--- src/rtl/pipe_ctrl_pkg.sv ---
// Shared types for the pipeline hazard controller: FSM state encoding,
// the architectural zero register and the bundle of pipeline-register
// enable/flush controls, plus constructors for the fixed control patterns.
package pipe_ctrl_pkg;

  typedef enum logic [1:0] {
    ST_HOLD    = 2'd0,
    ST_RUN     = 2'd1,
    ST_MEMWAIT = 2'd2
  } hz_state_t;

  localparam logic [4:0] REG_ZERO = 5'd0;

  typedef struct packed {
    logic pc_en;
    logic if_id_en;
    logic if_id_flush;
    logic id_ex_en;
    logic id_ex_flush;
    logic ex_mem_en;
    logic mem_wb_en;
    logic mem_wb_bubble;
  } pipe_ctl_t;

  // Post-reset fill: PC frozen, every stage loads a NOP.
  function automatic pipe_ctl_t ctl_hold();
    pipe_ctl_t c;
    c.pc_en         = 1'b0;
    c.if_id_en      = 1'b1;
    c.if_id_flush   = 1'b1;
    c.id_ex_en      = 1'b1;
    c.id_ex_flush   = 1'b1;
    c.ex_mem_en     = 1'b1;
    c.mem_wb_en     = 1'b1;
    c.mem_wb_bubble = 1'b1;
    return c;
  endfunction

  // Free-running pipeline: everything advances, nothing is squashed.
  function automatic pipe_ctl_t ctl_run();
    pipe_ctl_t c;
    c.pc_en         = 1'b1;
    c.if_id_en      = 1'b1;
    c.if_id_flush   = 1'b0;
    c.id_ex_en      = 1'b1;
    c.id_ex_flush   = 1'b0;
    c.ex_mem_en     = 1'b1;
    c.mem_wb_en     = 1'b1;
    c.mem_wb_bubble = 1'b0;
    return c;
  endfunction

  // Data-memory wait: front end and MEM frozen, WB drains a bubble so the
  // pending access is not retired twice.
  function automatic pipe_ctl_t ctl_freeze();
    pipe_ctl_t c;
    c.pc_en         = 1'b0;
    c.if_id_en      = 1'b0;
    c.if_id_flush   = 1'b0;
    c.id_ex_en      = 1'b0;
    c.id_ex_flush   = 1'b0;
    c.ex_mem_en     = 1'b0;
    c.mem_wb_en     = 1'b1;
    c.mem_wb_bubble = 1'b1;
    return c;
  endfunction

  // Taken branch / jump: squash the two younger instructions.
  function automatic pipe_ctl_t ctl_redirect();
    pipe_ctl_t c;
    c = ctl_run();
    c.if_id_flush = 1'b1;
    c.id_ex_flush = 1'b1;
    return c;
  endfunction

  // Load-use: hold PC and IF/ID, insert one bubble into ID/EX.
  function automatic pipe_ctl_t ctl_load_use();
    pipe_ctl_t c;
    c = ctl_run();
    c.pc_en       = 1'b0;
    c.if_id_en    = 1'b0;
    c.id_ex_flush = 1'b1;
    return c;
  endfunction

endpackage

--- src/rtl/pipeline_hazard_ctrl_hazard_detect.sv ---
// Load-use hazard compare: a load in EX whose destination is a source the
// ID instruction actually reads. Writes to x0 never create a hazard.
module hazard_detect
  import pipe_ctrl_pkg::*;
(
  input  logic [4:0] id_rs1_i,
  input  logic [4:0] id_rs2_i,
  input  logic       id_uses_rs1_i,
  input  logic       id_uses_rs2_i,
  input  logic [4:0] ex_rd_i,
  input  logic       ex_mem_read_i,
  output logic       load_use_o
);

  logic rs1_hit_s;
  logic rs2_hit_s;

  // Compare each used source against the load destination.
  always_comb begin
    rs1_hit_s  = id_uses_rs1_i && (id_rs1_i == ex_rd_i);
    rs2_hit_s  = id_uses_rs2_i && (id_rs2_i == ex_rd_i);
    load_use_o = ex_mem_read_i && (ex_rd_i != REG_ZERO) && (rs1_hit_s || rs2_hit_s);
  end

endmodule

--- src/rtl/pipeline_hazard_ctrl.sv ---
// Pipeline hazard controller: sequences PC and the IF/ID, ID/EX, EX/MEM,
// MEM/WB registers through post-reset fill, load-use stalls, redirects and
// data-memory waits. Outputs are combinational from state and inputs.
// Optional performance counters are built when PIPE_PERF_CNT_EN is defined.
module pipeline_hazard_ctrl
  import pipe_ctrl_pkg::*;
#(
  parameter int RESET_HOLD  = 2,
  parameter int MEM_TIMEOUT = 64,
  parameter int CNT_W       = 32
) (
  input  logic       clk,
  input  logic       rst,
  input  logic [4:0] id_rs1,
  input  logic [4:0] id_rs2,
  input  logic       id_uses_rs1,
  input  logic       id_uses_rs2,
  input  logic [4:0] ex_rd,
  input  logic       ex_mem_read,
  input  logic       ex_redirect,
  input  logic       dmem_req,
  input  logic       dmem_ack,
  output logic       pc_en,
  output logic       if_id_en,
  output logic       if_id_flush,
  output logic       id_ex_en,
  output logic       id_ex_flush,
  output logic       ex_mem_en,
  output logic       mem_wb_en,
  output logic       mem_wb_bubble,
  output logic       mem_timeout_err,
  output logic [1:0] state_o
`ifdef PIPE_PERF_CNT_EN
  ,
  output logic [CNT_W-1:0] stall_cycles,
  output logic [CNT_W-1:0] flush_events,
  output logic [CNT_W-1:0] memwait_cycles
`endif
);

  localparam int HOLD_W = (RESET_HOLD > 1) ? $clog2(RESET_HOLD) : 1;
  localparam int WAIT_W = (MEM_TIMEOUT > 1) ? $clog2(MEM_TIMEOUT + 1) : 1;
  localparam logic [WAIT_W-1:0] WAIT_MAX  = WAIT_W'(MEM_TIMEOUT);
  localparam logic [HOLD_W-1:0] HOLD_LAST = (RESET_HOLD > 1) ? HOLD_W'(RESET_HOLD - 1) : '0;
  // With no fill period the pipeline must already be running on the first
  // cycle after reset; rst itself still forces the fill controls.
  localparam hz_state_t RESET_STATE = (RESET_HOLD == 0) ? ST_RUN : ST_HOLD;

  hz_state_t         state_q, state_d;
  logic [HOLD_W-1:0] hold_cnt_q, hold_cnt_d;
  logic [WAIT_W-1:0] wait_cnt_q, wait_cnt_d;
  logic              err_q, err_d;

  pipe_ctl_t ctl_s;
  pipe_ctl_t flow_ctl_s;
  logic      load_use_s;
  logic      mem_stall_s;
  logic      hold_last_s;
  logic      redirect_fire_s;

  hazard_detect u_hazard_detect (
    .id_rs1_i      (id_rs1),
    .id_rs2_i      (id_rs2),
    .id_uses_rs1_i (id_uses_rs1),
    .id_uses_rs2_i (id_uses_rs2),
    .ex_rd_i       (ex_rd),
    .ex_mem_read_i (ex_mem_read),
    .load_use_o    (load_use_s)
  );

  // Non-memory hazard resolution: redirect beats load-use beats free run.
  always_comb begin
    flow_ctl_s = ctl_run();
    if (ex_redirect) begin
      flow_ctl_s = ctl_redirect();
    end else if (load_use_s) begin
      flow_ctl_s = ctl_load_use();
    end else begin
      flow_ctl_s = ctl_run();
    end
  end

  // Condition terms used by the FSM.
  always_comb begin
    mem_stall_s = dmem_req && !dmem_ack;
    hold_last_s = (RESET_HOLD <= 1) || (hold_cnt_q == HOLD_LAST);
  end

  // Next-state, counters and pipeline controls.
  always_comb begin
    state_d         = state_q;
    hold_cnt_d      = hold_cnt_q;
    wait_cnt_d      = wait_cnt_q;
    err_d           = err_q;
    ctl_s           = ctl_hold();
    redirect_fire_s = 1'b0;
    if (rst) begin
      ctl_s = ctl_hold();
    end else begin
      case (state_q)
        ST_HOLD: begin
          ctl_s = ctl_hold();
          if (hold_last_s) begin
            state_d    = ST_RUN;
            hold_cnt_d = '0;
          end else begin
            hold_cnt_d = hold_cnt_q + HOLD_W'(1);
          end
        end
        ST_RUN: begin
          if (mem_stall_s) begin
            ctl_s      = ctl_freeze();
            state_d    = ST_MEMWAIT;
            wait_cnt_d = WAIT_W'(1);
          end else begin
            ctl_s           = flow_ctl_s;
            redirect_fire_s = ex_redirect;
          end
        end
        ST_MEMWAIT: begin
          if (!dmem_ack) begin
            ctl_s = ctl_freeze();
            if (wait_cnt_q != WAIT_MAX) begin
              wait_cnt_d = wait_cnt_q + WAIT_W'(1);
            end else begin
              wait_cnt_d = wait_cnt_q;
            end
          end else begin
            // Release cycle: the stage contents frozen in EX act now.
            ctl_s           = flow_ctl_s;
            redirect_fire_s = ex_redirect;
            state_d         = ST_RUN;
            wait_cnt_d      = '0;
          end
        end
        default: begin
          ctl_s      = ctl_hold();
          state_d    = ST_HOLD;
          hold_cnt_d = '0;
          wait_cnt_d = '0;
        end
      endcase
      if ((state_d == ST_MEMWAIT) && (wait_cnt_d == WAIT_MAX)) begin
        err_d = 1'b1;
      end else begin
        err_d = err_q;
      end
    end
  end

  // State, fill/wait counters and sticky timeout flag.
  always_ff @(posedge clk) begin
    if (rst) begin
      state_q    <= RESET_STATE;
      hold_cnt_q <= '0;
      wait_cnt_q <= '0;
      err_q      <= 1'b0;
    end else begin
      state_q    <= state_d;
      hold_cnt_q <= hold_cnt_d;
      wait_cnt_q <= wait_cnt_d;
      err_q      <= err_d;
    end
  end

  // Drive the individual pipeline controls and debug state.
  always_comb begin
    pc_en           = ctl_s.pc_en;
    if_id_en        = ctl_s.if_id_en;
    if_id_flush     = ctl_s.if_id_flush;
    id_ex_en        = ctl_s.id_ex_en;
    id_ex_flush     = ctl_s.id_ex_flush;
    ex_mem_en       = ctl_s.ex_mem_en;
    mem_wb_en       = ctl_s.mem_wb_en;
    mem_wb_bubble   = ctl_s.mem_wb_bubble;
    mem_timeout_err = err_q;
    if (rst) begin
      state_o = ST_HOLD;
    end else begin
      state_o = state_q;
    end
  end

`ifdef PIPE_PERF_CNT_EN
  logic [CNT_W-1:0] stall_cnt_q, flush_cnt_q, memwait_cnt_q;
  logic [CNT_W-1:0] stall_cnt_d, flush_cnt_d, memwait_cnt_d;

  // Increment terms for the wrapping performance counters.
  always_comb begin
    stall_cnt_d   = stall_cnt_q;
    flush_cnt_d   = flush_cnt_q;
    memwait_cnt_d = memwait_cnt_q;
    if (!rst && (state_q != ST_HOLD) && !ctl_s.pc_en) begin
      stall_cnt_d = stall_cnt_q + CNT_W'(1);
    end else begin
      stall_cnt_d = stall_cnt_q;
    end
    if (redirect_fire_s) begin
      flush_cnt_d = flush_cnt_q + CNT_W'(1);
    end else begin
      flush_cnt_d = flush_cnt_q;
    end
    if (!rst && (state_q == ST_MEMWAIT)) begin
      memwait_cnt_d = memwait_cnt_q + CNT_W'(1);
    end else begin
      memwait_cnt_d = memwait_cnt_q;
    end
  end

  // Performance counter registers.
  always_ff @(posedge clk) begin
    if (rst) begin
      stall_cnt_q   <= '0;
      flush_cnt_q   <= '0;
      memwait_cnt_q <= '0;
    end else begin
      stall_cnt_q   <= stall_cnt_d;
      flush_cnt_q   <= flush_cnt_d;
      memwait_cnt_q <= memwait_cnt_d;
    end
  end

  assign stall_cycles   = stall_cnt_q;
  assign flush_events   = flush_cnt_q;
  assign memwait_cycles = memwait_cnt_q;
`endif

endmodule
--- config.mk ---
export PLATFORM = sky130hd
export DESIGN_NAME = pipeline_hazard_ctrl
export DESIGN_NICKNAME = d
export VERILOG_FILES = /design/src/rtl/pipe_ctrl_pkg.sv /design/src/rtl/pipeline_hazard_ctrl_hazard_detect.sv /design/src/rtl/pipeline_hazard_ctrl.sv
export SDC_FILE = /design/constraint.sdc
export NUM_CORES = 1
export LEC_CHECK = 0
export ABC_CLOCK_PERIOD_IN_PS = 2400
export BUFFER_PORTS_ARGS = -buffer_cell sky130_fd_sc_hd__buf_2
export CAP_MARGIN = 40
export CORE_MARGIN = 10
export CORE_UTILIZATION = 49
export CTS_CLUSTER_DIAMETER = 100
export CTS_CLUSTER_SIZE = 8
export DETAILED_ROUTE_END_ITERATION = 10
export GPL_TIMING_DRIVEN = 0
export HOLD_SLACK_MARGIN = 0.1
export PLACE_DENSITY_LB_ADDON = 0.12
export SYNTH_ARGS = -nofsm -noshare
export SYNTH_HDL_FRONTEND = slang
export SYNTH_SLANG_ARGS = --single-unit
--- constraint.sdc ---
create_clock -name clk -period 2.4 [get_ports clk]
set_clock_uncertainty 0.2 [all_clocks]
set_input_delay 0.48 -clock clk [delete_from_list [all_inputs] [get_ports clk]]
set_output_delay 0.48 -clock clk [all_outputs]
set_load 0.02 [all_outputs]
-- Word-level counts from Yosys, hierarchy flattened
Index checks and enable logic that the tools add are counted.
- flip-flop bits (word level): 11
- input port bits: 23
- output and inout bits: 11
- logic and storage cells: 43
- add/sub/neg operators: 2
- equal/unequal tests: 7
- multiplexer cells: 19
- reductions and logical operators: 11
- operators with widths (kind ; count):
    $mux 8 ; 5
    $mux 7 ; 4
    $pmux 7 s3 ; 1
    $pmux 8 s2 ; 1
    $eq 5x5->1 ; 2
    $mux 2 ; 5
    $add 7x1->7 const B ; 1
    $eq 7x7->1 const B ; 1
    $ne 7x7->1 const B ; 1
    $logic_and 1x1->1 ; 6
    $pmux 2 s3 ; 1
    $reduce_bool 5->1 ; 1
    $eq 2x2->1 const B ; 2
    $eq 2x1->1 const B ; 1
    $logic_not 2->1 ; 1
    $pmux 1 s2 ; 1
    $reduce_or 2->1 ; 1
    $add 1x1->1 const B ; 1
    $logic_not 1->1 ; 1
    $logic_or 1x1->1 ; 1
    $mux 1 ; 1

-- Longest topological paths before layout
- depth after elaboration: 9
- mapped depth: 7
- depth with buffers taken out: 7

-- Cells and area by module
Synthesis repeated with hierarchy kept, for this count alone.
- cell total of the unflattened synthesis: 127
- area total of the unflattened synthesis: 972.2 µm²
- by module, submodules not included (module ; instances ; cells each ; area an instance (µm²) ; seq. area each (µm²)):
    pipeline_hazard_ctrl ; 1 ; 110 ; 838.3 ; 220.2
    hazard_detect ; 1 ; 17 ; 133.9 ; 0.0

-- Worst setup path before layout
OpenSTA, ideal clock, no wires.
- path type: reg2out
- from: reg state_q[0]
- to: out if_id_en
- arrival: 1.573 ns
- data required time: 1.720 ns
- setup slack: 0.147 ns
- stages on the path, launching flop included: 8
- path buffers: 0
- cell sequence: dfxtp_1 > inv_1 > ha_1 > o21ai_1 > o21ai_0 > a21boi_0 > inv_1 > a21o_1
- longest elaborated chain between the ends: 3
- elaborated cells between the ends (all ways): 4
- classes of those cells: eq/ne: 2; mux: 2
- ends and longest elaborated chain (what ; RTL line ; text):
    start: declaration ; pipeline_hazard_ctrl.sv:49 ; hz_state_t state_q, state_d;
    start signal: assignment ; pipeline_hazard_ctrl.sv:159 ; state_q <= state_d;
    $eq 2x2->1 or $eq 2x1->1 (tied branches) ; pipeline_hazard_ctrl.sv:100 ; case (state_q)
    $pmux 8 s2 * ; pipeline_hazard_ctrl.sv:100 ;
    $mux 8 * ; pipeline_hazard_ctrl.sv:97 ; if (rst) begin
    end: declaration ; pipeline_hazard_ctrl.sv:24 ; output logic if_id_en,
Mark *: on every way between the ends. The rest lies on a longest branch, timed or not.

-- Worst setup path after layout
- from: reg state_q[1]
- to: out if_id_en
The elaborated chain is that of the path after synthesis.

==> impl_results.md <==
* CP Data Required Time at 1.72 ns
* Std-Cell Rows at 16
* Reg2reg start: state_q[0]
* CTS Root Cell: clkbuf_4
* Synth unique cells at between 40 and 50
* Arrival time at the worst endpoint at 1.70 ns
* Max_cap viols at 0
* Depth of the worst hold-timing path at 2
* Reg2reg end: mem_timeout_err
* Worst Hold Slack at between 0.2 and 0.3 ns
* Endpoints failing hold at 0
* # nets final at between 150 and 200
* Layout cells sized above 1 at 0.444
* Final setup vio count at 0
* Hpwl dp at around 2200 um
* Async SR Flop Fraction at 0
* I/O Pins at 34
* WL final at between 2000 and 3000 um
* Core area at a little under 2000 sq um
* Post-route antenna net violation count at 0
* Vias post-DR at 1,037
* Clk_lat worst skew at around 0.28 ns
* Seq/Total Area, Yosys at 0.223
* Synthesized cell area at 986 sq um
* Crit path to: if_id_en
* Type of origin of the critical path: flop
* Placed instance area at ~1200 sq um
* Worst-path fanout max at 5
* CP endpoint kind: output port
* Syn nets at 151
* Mapped Cells at approximately 120
* Setup slack after layout at ~0.016 ns
* Dpl cells at approximately 180
* Inserted Diodes at 0
* DRC violation total after the first TritonRoute iteration at between 40 and 50
* Setup WS pre-CTS at -0.0751 ns
* Post-DR vias/cell at roughly 5.5
* Ys Warns at 0
* WL/cell at 15.7 um
* Fin crit period at about 2.4 ns
* Final core utilization at 0.701
* DRC Markers at 0
* CP Launch Point: state_q[1]
* CTS Sinks at 11
* Router iterations before antenna repair at 4
* First-pass GRT wire length at roughly 4500 um
* Fmax at between 400 and 500 MHz
* Global route overflow at 0
* Placer congestion estimate at approximately 0.88
* Total negative slack at 0 ns
* Clock Path Buffers at 2
* Reported leakage power at between 0.5 and 0.6 nW
* Initial core utilization at 0.508
* Ys flop type: dfxtp_1
* CTS tree: built
* Post-synthesis area per instance at just over 8 sq um
* Vias in the first global route at about 980
* RSZ-0062 raised after global routing: true
* H-Tree Level Count at 1
* Tot GR Track Use at 0.126
* R2R Setup Slk at roughly 0.32 ns
* #FFs+latches synth at 11
* TritonCTS Buffers at 3
* Max-slew violations at 0
* Die Area at approximately 4200 sq um
* Chip width at roughly 65 um
* Die Y at between 60 and 70 um
* Final Power at between 800 and 900 uW
* Layout area overhead at 38.1%
* Post-synth EDFFs at 0
* Initial antenna violation count at 0
* Clock input transition at the sequential cells of the worst setup and hold paths at 0.07 ns
* Power Dens Cells at 649 nW/um^2
* HP Class: reg -> reg
* Final critical-path share of the clock period at 0.993
* Status: finished, final reports clean
* Layout Cells excl Fill at roughly 190
* Peak supply drop at roughly 0.5 mV
* Post-route cell area at approximately 1400 sq um
* Port bufs at 32
* Worst r2r path cells at 7
* Critical path type: reg -> out
* Maximum number of pins on one net before global-route repair at 10
==> final cells by class <==
type                       instances  area, sq um
buffer                             4         25.0
clock buffer                       4         26.3
fill                             154          581
inverter                           8         32.5
multi-input combinational         99          798
sequential                        11          228
tap                               27         33.8
timing repair buffer              34          218
==> cell usage after synthesis (all sizes together), types with 4 or more instances <==
master	n	area, sq um
xor2	8	70.1
a21oi	6	33.8
dfxtp	11	220
ha	6	75.1
nand2	6	22.5
inv	8	30.0
nor2	11	41.3
o21ai	9	45.0
buf	4	25.0
and3	5	35.0
a211oi	4	35.0
==> power by group <==
group	switching, mW	internal, mW	leakage [nW]
Combinational	0.286	0.233	0.459
Sequential	0.0262	0.208	0.0906
Clock	0.0666	0.0647	0.0150
Total	0.379	0.505	0.565
==> per-layer routing <==
metal / wire length [um] / share of wire / global-route usage
met4: 31 / 0.011 / 0.0401
met3: 213 / 0.072 / 0.0430
met5: 0 / 0 / 0
met1: 1240 / 0.42 / 0.144
met2: 1460 / 0.50 / 0.214
==> critical path, stage by stage (launching register included) <==
cell	delay, ns
dfxtp_4	0.39
inv_4	0.06
ha_4	0.17
o21ai_2	0.16
o21ai_2	0.10
a21boi_2	0.17
inv_1	0.07
a21o_1	0.17
buf_6	0.13
==> what timing repair did <==
item,CTS,global route
hold buffers,0,0
resized for setup,17,19
buffers inserted,1,1
pin swaps,7,12
setup endpoints to repair,5,4
==> layout by cell type, fill, tap and decap left out, types with 5 or more instances in the layout <==
master   count
buf_2       26
nor2_1      11
dfxtp_1      9
xor2_1       6
nand2_1      6
buf_4        6
buf_6        6
inv_1        5
o21ai_0      5
a21oi_1      5
==> how the worst min path moves through the flow <==
stage | startpoint | endpoint
CTS | rst | hold_cnt_q
global route | rst | hold_cnt_q
finish | mem_timeout_err | mem_timeout_err
floorplan | hold_cnt_q | hold_cnt_q
global placement | mem_timeout_err | mem_timeout_err
detailed placement | mem_timeout_err | mem_timeout_err
==> cell families after synthesis <==
logic type / Yosys count / synth area share
other: 1 / 0.00380
DFF: 11 / 0.223
buffers and inverters: 12 / 0.0558
xor gates and xnor gates: 11 / 0.0977
AOI/OAI and AO/OA: 38 / 0.292
adders and majority gates: 6 / 0.0761
and+or+nand+nor: 43 / 0.251
==> state kept, by name, indices dropped and copies added (netlist names) <==
register	count
state_q	2
hold_cnt_q	1
wait_cnt_q	7
mem_timeout_err	1
(Power assumes the default switching activity.)
